--- config.mk ---
export PLATFORM = sky130hd
export DESIGN_NAME = alu16_sequencer_flat
export DESIGN_NICKNAME = d
export VERILOG_FILES = /design/src/rtl/alu16_seq_pkg.sv /design/src/rtl/alu16_seq_if.sv /design/src/rtl/alu16_seq_beatmux.sv /design/src/rtl/alu16_sequencer.sv /design/src/flat_wrapper.sv
export SDC_FILE = /design/constraint.sdc
export NUM_CORES = 1
export LEC_CHECK = 0
export ABC_AREA = 1
export CORE_MARGIN = 2
export CORE_UTILIZATION = 51
export CTS_CLUSTER_SIZE = 28
export DETAILED_ROUTE_END_ITERATION = 12
export HOLD_SLACK_MARGIN = 0.05
export PLACE_DENSITY_LB_ADDON = 0.15
export SYNTH_ARGS = -nofsm -noshare
export SYNTH_HDL_FRONTEND = slang
export SYNTH_SLANG_ARGS = --single-unit
--- constraint.sdc ---
create_clock -name clk -period 3.6 [get_ports clk]
set_input_delay 0.9 -clock clk [delete_from_list [all_inputs] [get_ports clk]]
set_output_delay 0.9 -clock clk [all_outputs]
set_load 0.01 [all_outputs]
--- src/rtl/alu16_seq_pkg.sv ---
// Shared constants for the 16-bit ALU sequencer: ALU opcodes, FSM states,
// operand/byte widths and small opcode classification helpers.
package alu16_seq_pkg;

    localparam int WORD_W = 16;
    localparam int BYTE_W = 8;

    localparam logic [2:0] OP_MOV = 3'b000;
    localparam logic [2:0] OP_ADD = 3'b001;
    localparam logic [2:0] OP_AND = 3'b010;
    localparam logic [2:0] OP_OR  = 3'b011;
    localparam logic [2:0] OP_SUB = 3'b100;

    typedef enum logic [1:0] {
        S_IDLE = 2'b00,
        S_LO   = 2'b01,
        S_HI   = 2'b10,
        S_DONE = 2'b11
    } state_t;

    function automatic logic is_legal_op(input logic [2:0] op);
        return (op <= OP_SUB);
    endfunction

    // ADD and SUB are the only ops whose ALU carry-out is meaningful.
    function automatic logic is_arith_op(input logic [2:0] op);
        return (op == OP_ADD) || (op == OP_SUB);
    endfunction

endpackage

--- src/rtl/alu16_seq_if.sv ---
// Bus bundle for the sequencer: request/response handshakes plus the
// drive/return lines of the external byte-wide ALU.
// Optional flag outputs appear when ALU16_SEQ_FLAGS_EN is defined.
interface alu16_seq_if;
    import alu16_seq_pkg::*;

    logic                req_valid;
    logic                req_ready;
    logic [2:0]          req_op;
    logic [WORD_W-1:0]   req_a;
    logic [WORD_W-1:0]   req_b;
    logic                req_cin;

    logic                rsp_valid;
    logic                rsp_ready;
    logic [WORD_W-1:0]   rsp_result;
    logic                rsp_carry;
    logic                rsp_err;
`ifdef ALU16_SEQ_FLAGS_EN
    logic                rsp_zero;
    logic                rsp_neg;
`endif

    logic [BYTE_W-1:0]   alu_x;
    logic [BYTE_W-1:0]   alu_y;
    logic                alu_carry_in;
    logic [2:0]          alu_opcode;
    logic [BYTE_W-1:0]   alu_result;
    logic                alu_overflow;

    // Sequencer side.
    modport slave (
        input  req_valid, req_op, req_a, req_b, req_cin, rsp_ready,
               alu_result, alu_overflow,
        output req_ready, rsp_valid, rsp_result, rsp_carry, rsp_err,
`ifdef ALU16_SEQ_FLAGS_EN
               rsp_zero, rsp_neg,
`endif
               alu_x, alu_y, alu_carry_in, alu_opcode
    );

    // Decode/register-file side together with the ALU.
    modport master (
        output req_valid, req_op, req_a, req_b, req_cin, rsp_ready,
               alu_result, alu_overflow,
        input  req_ready, rsp_valid, rsp_result, rsp_carry, rsp_err,
`ifdef ALU16_SEQ_FLAGS_EN
               rsp_zero, rsp_neg,
`endif
               alu_x, alu_y, alu_carry_in, alu_opcode
    );

endinterface

--- src/rtl/alu16_seq_beatmux.sv ---
// Per-beat ALU drive decode: selects the low or high operand byte and
// applies the SUB operand swap/inversion (a - b computed as a + ~b + 1).
// Drives the idle pattern (all zero, MOV opcode) when no beat is active.
module alu16_seq_beatmux
    import alu16_seq_pkg::*;
(
    input  logic                i_active,
    input  logic                i_beat_hi,
    input  logic [2:0]          i_op,
    input  logic [WORD_W-1:0]   i_a,
    input  logic [WORD_W-1:0]   i_b,
    input  logic                i_cin,
    input  logic                i_carry_q,
    output logic [BYTE_W-1:0]   o_x,
    output logic [BYTE_W-1:0]   o_y,
    output logic                o_carry_in,
    output logic [2:0]          o_opcode
);

    logic [BYTE_W-1:0] w_a_byte;
    logic [BYTE_W-1:0] w_b_byte;

    assign w_a_byte = i_beat_hi ? i_a[WORD_W-1:BYTE_W] : i_a[BYTE_W-1:0];
    assign w_b_byte = i_beat_hi ? i_b[WORD_W-1:BYTE_W] : i_b[BYTE_W-1:0];

    // Operand/opcode/carry selection for the current beat.
    always_comb begin
        o_x        = '0;
        o_y        = '0;
        o_carry_in = 1'b0;
        o_opcode   = OP_MOV;
        if (i_active) begin
            case (i_op)
                OP_ADD: begin
                    o_opcode   = OP_ADD;
                    o_x        = w_a_byte;
                    o_y        = w_b_byte;
                    o_carry_in = i_beat_hi ? i_carry_q : i_cin;
                end
                OP_SUB: begin
                    o_opcode   = OP_ADD;
                    o_x        = ~w_b_byte;
                    o_y        = w_a_byte;
                    o_carry_in = i_beat_hi ? i_carry_q : 1'b1;
                end
                OP_AND, OP_OR, OP_MOV: begin
                    o_opcode   = i_op;
                    o_x        = w_a_byte;
                    o_y        = w_b_byte;
                end
                default: ;
            endcase
        end
    end

endmodule

--- src/rtl/alu16_sequencer.sv ---
// 16-bit operation sequencer over an external combinational 8-bit ALU.
// Runs low byte then high byte, chaining carry between beats.
// Optional build macro: ALU16_SEQ_FLAGS_EN adds rsp_zero/rsp_neg.
//
// state  | meaning
// IDLE   | ready for a request, ALU driven idle
// LO     | low-byte beat on the ALU
// HI     | high-byte beat, response registered
// DONE   | response valid, waiting for rsp_ready
module alu16_sequencer
    import alu16_seq_pkg::*;
(
    input  logic         clk,
    input  logic         reset,
    alu16_seq_if.slave   bus
);

    state_t             r_state;
    state_t             w_state_nxt;

    logic [2:0]         r_op;
    logic [WORD_W-1:0]  r_a;
    logic [WORD_W-1:0]  r_b;
    logic               r_cin;
    logic               r_carry_q;
    logic [BYTE_W-1:0]  r_res_lo;

    logic               r_req_ready;
    logic               r_rsp_valid;
    logic [WORD_W-1:0]  r_rsp_result;
    logic               r_rsp_carry;
    logic               r_rsp_err;
`ifdef ALU16_SEQ_FLAGS_EN
    logic               r_rsp_zero;
    logic               r_rsp_neg;
`endif

    logic [WORD_W-1:0]  w_full_result;
    logic               w_arith;

    assign w_full_result = {bus.alu_result, r_res_lo};
    assign w_arith       = is_arith_op(r_op);

    alu16_seq_beatmux u_beatmux (
        .i_active   ((r_state == S_LO) || (r_state == S_HI)),
        .i_beat_hi  (r_state == S_HI),
        .i_op       (r_op),
        .i_a        (r_a),
        .i_b        (r_b),
        .i_cin      (r_cin),
        .i_carry_q  (r_carry_q),
        .o_x        (bus.alu_x),
        .o_y        (bus.alu_y),
        .o_carry_in (bus.alu_carry_in),
        .o_opcode   (bus.alu_opcode)
    );

    // State register.
    always_ff @(posedge clk) begin
        if (reset) r_state <= S_IDLE;
        else       r_state <= w_state_nxt;
    end

    // Next-state decode; illegal opcodes skip both beats.
    always_comb begin
        w_state_nxt = r_state;
        case (r_state)
            S_IDLE: if (bus.req_valid)
                        w_state_nxt = is_legal_op(bus.req_op) ? S_LO : S_DONE;
            S_LO:   w_state_nxt = S_HI;
            S_HI:   w_state_nxt = S_DONE;
            S_DONE: if (bus.rsp_ready) w_state_nxt = S_IDLE;
            default: w_state_nxt = S_IDLE;
        endcase
    end

    // Operand latch, beat capture and registered response outputs.
    always_ff @(posedge clk) begin
        if (reset) begin
            r_op         <= '0;
            r_a          <= '0;
            r_b          <= '0;
            r_cin        <= 1'b0;
            r_carry_q    <= 1'b0;
            r_res_lo     <= '0;
            r_req_ready  <= 1'b1;
            r_rsp_valid  <= 1'b0;
            r_rsp_result <= '0;
            r_rsp_carry  <= 1'b0;
            r_rsp_err    <= 1'b0;
`ifdef ALU16_SEQ_FLAGS_EN
            r_rsp_zero   <= 1'b0;
            r_rsp_neg    <= 1'b0;
`endif
        end else begin
            r_req_ready <= (w_state_nxt == S_IDLE);
            r_rsp_valid <= (w_state_nxt == S_DONE);
            case (r_state)
                S_IDLE: if (bus.req_valid) begin
                    r_op      <= bus.req_op;
                    r_a       <= bus.req_a;
                    r_b       <= bus.req_b;
                    r_cin     <= bus.req_cin;
                    r_carry_q <= 1'b0;
                    r_rsp_err <= !is_legal_op(bus.req_op);
                    if (!is_legal_op(bus.req_op)) begin
                        r_rsp_result <= '0;
                        r_rsp_carry  <= 1'b0;
`ifdef ALU16_SEQ_FLAGS_EN
                        r_rsp_zero   <= 1'b0;
                        r_rsp_neg    <= 1'b0;
`endif
                    end
                end
                S_LO: begin
                    r_res_lo  <= bus.alu_result;
                    r_carry_q <= w_arith ? bus.alu_overflow : 1'b0;
                end
                S_HI: begin
                    r_rsp_result <= w_full_result;
                    r_rsp_carry  <= w_arith ? bus.alu_overflow : 1'b0;
`ifdef ALU16_SEQ_FLAGS_EN
                    r_rsp_zero   <= (w_full_result == '0);
                    r_rsp_neg    <= w_full_result[WORD_W-1];
`endif
                end
                default: ;
            endcase
        end
    end

    assign bus.req_ready  = r_req_ready;
    assign bus.rsp_valid  = r_rsp_valid;
    assign bus.rsp_result = r_rsp_result;
    assign bus.rsp_carry  = r_rsp_carry;
    assign bus.rsp_err    = r_rsp_err;
`ifdef ALU16_SEQ_FLAGS_EN
    assign bus.rsp_zero   = r_rsp_zero;
    assign bus.rsp_neg    = r_rsp_neg;
`endif

endmodule

--- src/flat_wrapper.sv ---
// flat-port wrapper written by rule: the top's interface ports become plain ports
module alu16_sequencer_flat import alu16_seq_pkg::*;
  (clk, reset, bus_req_valid, bus_req_op, bus_req_a, bus_req_b, bus_req_cin, bus_rsp_ready, bus_alu_result, bus_alu_overflow, bus_req_ready, bus_rsp_valid, bus_rsp_result, bus_rsp_carry, bus_rsp_err, bus_alu_x, bus_alu_y, bus_alu_carry_in, bus_alu_opcode);
  alu16_seq_if bus_i ();
  input  logic clk;
  input  logic reset;
  input wire logic [$bits(bus_i.req_valid)-1:0] bus_req_valid;
  input wire logic [$bits(bus_i.req_op)-1:0] bus_req_op;
  input wire logic [$bits(bus_i.req_a)-1:0] bus_req_a;
  input wire logic [$bits(bus_i.req_b)-1:0] bus_req_b;
  input wire logic [$bits(bus_i.req_cin)-1:0] bus_req_cin;
  input wire logic [$bits(bus_i.rsp_ready)-1:0] bus_rsp_ready;
  input wire logic [$bits(bus_i.alu_result)-1:0] bus_alu_result;
  input wire logic [$bits(bus_i.alu_overflow)-1:0] bus_alu_overflow;
  output wire logic [$bits(bus_i.req_ready)-1:0] bus_req_ready;
  output wire logic [$bits(bus_i.rsp_valid)-1:0] bus_rsp_valid;
  output wire logic [$bits(bus_i.rsp_result)-1:0] bus_rsp_result;
  output wire logic [$bits(bus_i.rsp_carry)-1:0] bus_rsp_carry;
  output wire logic [$bits(bus_i.rsp_err)-1:0] bus_rsp_err;
  output wire logic [$bits(bus_i.alu_x)-1:0] bus_alu_x;
  output wire logic [$bits(bus_i.alu_y)-1:0] bus_alu_y;
  output wire logic [$bits(bus_i.alu_carry_in)-1:0] bus_alu_carry_in;
  output wire logic [$bits(bus_i.alu_opcode)-1:0] bus_alu_opcode;
  assign bus_i.req_valid = bus_req_valid;
  assign bus_i.req_op = bus_req_op;
  assign bus_i.req_a = bus_req_a;
  assign bus_i.req_b = bus_req_b;
  assign bus_i.req_cin = bus_req_cin;
  assign bus_i.rsp_ready = bus_rsp_ready;
  assign bus_i.alu_result = bus_alu_result;
  assign bus_i.alu_overflow = bus_alu_overflow;
  assign bus_req_ready = bus_i.req_ready;
  assign bus_rsp_valid = bus_i.rsp_valid;
  assign bus_rsp_result = bus_i.rsp_result;
  assign bus_rsp_carry = bus_i.rsp_carry;
  assign bus_rsp_err = bus_i.rsp_err;
  assign bus_alu_x = bus_i.alu_x;
  assign bus_alu_y = bus_i.alu_y;
  assign bus_alu_carry_in = bus_i.alu_carry_in;
  assign bus_alu_opcode = bus_i.alu_opcode;
  alu16_sequencer u_core (.clk(clk), .reset(reset), .bus(bus_i));
endmodule
==> flow_summary_export.csv <==
group,metric,value,unit
logic_synthesis,yosysWarnings,0,
detailed_routing,drcViolationCount,0,
clock_tree,root_buffer,"clkbuf_8",
floorplan,die_h,81.7,um
detailed_routing,drt_wl_total,8050,um
logic_synthesis,synth_area,0.00308,mm2
worst_setup_path,critPathLaunchType,"flip-flop",
worst_setup_path,reg2regPathDepth,6,
detailed_routing,wl_met2,3670,um
timing,fin_crit_sh,94.8,%
layout,diodes,0,
timing,worstMarginPinSlew,0.862,ns
timing,drv_slew,0,
logic_synthesis,syn_inst,417,
detailed_routing,wl_met1,3720,um
detailed_routing,wl_per_cell,14.0,um
timing,setup_viol_count_final,0,
global_route,grt_max_degree,33,
worst_setup_path,end_kind,"output pin",
clock_tree,cts_setup_buffers,0,
power,p_leak,1.58,nW
placement,dp.cells,558,
placement,dp_hpwl,5480,um
worst_setup_path,crit_arrival,2.51,ns
outcome,status,"complete, no violations",
timing,slew_headroom,42.5,%
logic_synthesis,ys_seq_area_share,43.6,%
worst_setup_path,required,2.70,ns
clock_tree,cts_tree,"built",
floorplan,die_area,0.00667,mm2
layout,fin_cells,574,
timing,hold_ws,0.452,ns
floorplan,ioPinCount,89,
detailed_routing,wl_met3,523,um
clock_tree,clock_sinks,67,
floorplan,core-area,0.00589,mm2
placement,pre_cts_ws,0.579,ns
layout,fillers,500,
logic_synthesis,syn_nets,470,
power,power_density,491,mW/mm2
timing,fin_skew,0.0100,ns
floorplan,initial_core_util,52.3,%
placement,place_area,0.00393,mm2
layout,layout_common_cells,"clkdlybuf4s50_1 (87), nor2_1 (81), dfxtp_1 (67), nand2_1 (63), o21ai_0 (54)",
min_path,whs_path_depth,2,
detailed_routing,vias,3060,
worst_setup_path,crit_fanout,16,
detailed_routing,viasPerCell,5.33,
layout,layout-drive-gt1-share,9.82,%
floorplan,die_w,81.7,um
layout,final_nets,547,
power,worst_ir_drop_vdd,0.292,mV
placement,port_buffers,87,
detailed_routing,ant_nets,0,
clock_tree,path_clk_slew,0.08,ns
logic_synthesis,yosysUniqueCellTypes,27,
clock_tree,h-tree-depth,3,
detailed_routing,firstDrtPassIters,5,
worst_setup_path,path_class,"reg -> out",
clock_tree,cts_hold_buf,0,
detailed_routing,highest_layer,"met4",
layout,design_area,0.00414,mm2
global_route,grt_use_total,24.9,%
timing,fmax,0.293,GHz
detailed_routing,first_iter_violations,208,
placement,routabilityCongestion,0.874,
timing,hold_viol_final,0,
layout,mostFrequentLayoutCell,"clkdlybuf4s50_1",
clock_tree,cts_made_buffers,9,
global_route,grt_first_pass_wirelength,12800,um
min_path,hold_path_class,"reg -> reg",
clock_tree,clkLatencyLatePin,0.34,ns
logic_synthesis,syn_area_per_cell,7.38,um2
timing,tns,0,ns
clock_tree,clockBufferDepth,2,
global_route,grt_pass1_vias,2814,
global_route,overflow,0,
flow_run,max_cap_violations,0,
floorplan,row_count,28,
clock_tree,postCtsResizedCells,0,
layout,areaGrowthSynthToFinish,34.7,%
timing,fin_ws,0.187,ns
timing,min_period,3.41,ns
timing,rsz0062_at_grt,"no",
logic_synthesis,synth_seq_cells,67,
global_route,antenna_found_initial,0,
-- critical path, cell delays in order (launching register included) --
cell and delay, ns:
dfxtp_1 0.43, ha_1 0.21, buf_4 0.20, clkinv_1 0.29, nand2_1 0.18, nand3_1 0.09, a21oi_1 0.16, clkdlybuf4s50_1 0.61
-- path summary, 6_finish.rpt --
path	startpoint	end	slack (ns)
worst min-delay path	u_core.r_b[6]$_SDFFE_PP0P_	u_core.r_b[6]$_SDFFE_PP0P_	0.45
worst min register to register	u_core.r_b[6]$_SDFFE_PP0P_	u_core.r_b[6]$_SDFFE_PP0P_	0.45
worst max-delay path	u_core.r_state[1]$_SDFF_PP0_	bus_alu_x[7]	0.19
worst max register to register	u_core.r_state[1]$_SDFF_PP0_	u_core.r_b[10]$_SDFFE_PP0P_	1.14
-- per-stage QoR --
step | utilization [%] | power [mW]
finish | 70.4 | 2.03
global route | 70.4 | 2.13
CTS | 70.4 | 2.04
detailed placement | 66.7 | 1.36
global placement | 66.7 | 1.34
floorplan | - | 1.18
-- cell type report --
class	instances	area (um2)	area share [%]
clock buffers	9	124	2.99
clock inverters	7	92.6	2.23
inverters	23	86.3	2.08
multi-input cells	300	1490	35.9
flip-flops and latches	67	1340	32.4
well taps	75	93.8	2.27
repair buffers	93	916	22.1
-- logic make-up after synthesis --
kind of cell	synth area share [%]
and+or+nand+nor	27.9
AOI/OAI and AO/OA	18.8
DFF	43.6
buffers and inverters	7.97
adders and majority gates	1.63
other	0.122
-- per-layer routing --
metal	vias up	global-route usage, %
li1	1514	-
met1	1419	34.9
met2	114	38.2
met3	13	4.29
met4	0	10.0
met5	-	0
-- registers in the layout, indices dropped and copies added (netlist names) --
signal                 count
u_core.bus.req_ready       1
u_core.bus.rsp_carry       1
u_core.bus.rsp_err         1
u_core.bus.rsp_result     16
u_core.bus.rsp_valid       1
u_core.r_a                16
u_core.r_b                16
u_core.r_carry_q           1
u_core.r_cin               1
u_core.r_op                3
u_core.r_res_lo            8
u_core.r_state             2
-- Yosys cell counts (all sizes together) --
cell type  number  area (um2)
inv            19        71.3
nand2          64         243
or2             1        6.26
conb            1        3.75
clkbuf         11        41.3
a21oi          42         255
ha              4        50.1
clkinv          4        15.0
buf            16         118
nor3            3        15.0
nand3          42         270
nor2           83         317
a2bb2oi         4        35.0
dfxtp          67        1340
nand3b          1        7.51
o21ai          55         287
-- power breakdown --
| group | total [mW] | leakage (nW) | switching (mW) | internal, mW |
|---|---|---|---|---|
| combinational | 0.487 | 0.925 | 0.287 | 0.201 |
| sequential | 0.857 | 0.551 | 0.0399 | 0.817 |
| clock | 0.688 | 0.101 | 0.301 | 0.387 |
| total | 2.03 | 1.58 | 0.628 | 1.41 |
No activity file was read; power rests on OpenSTA's default activity.
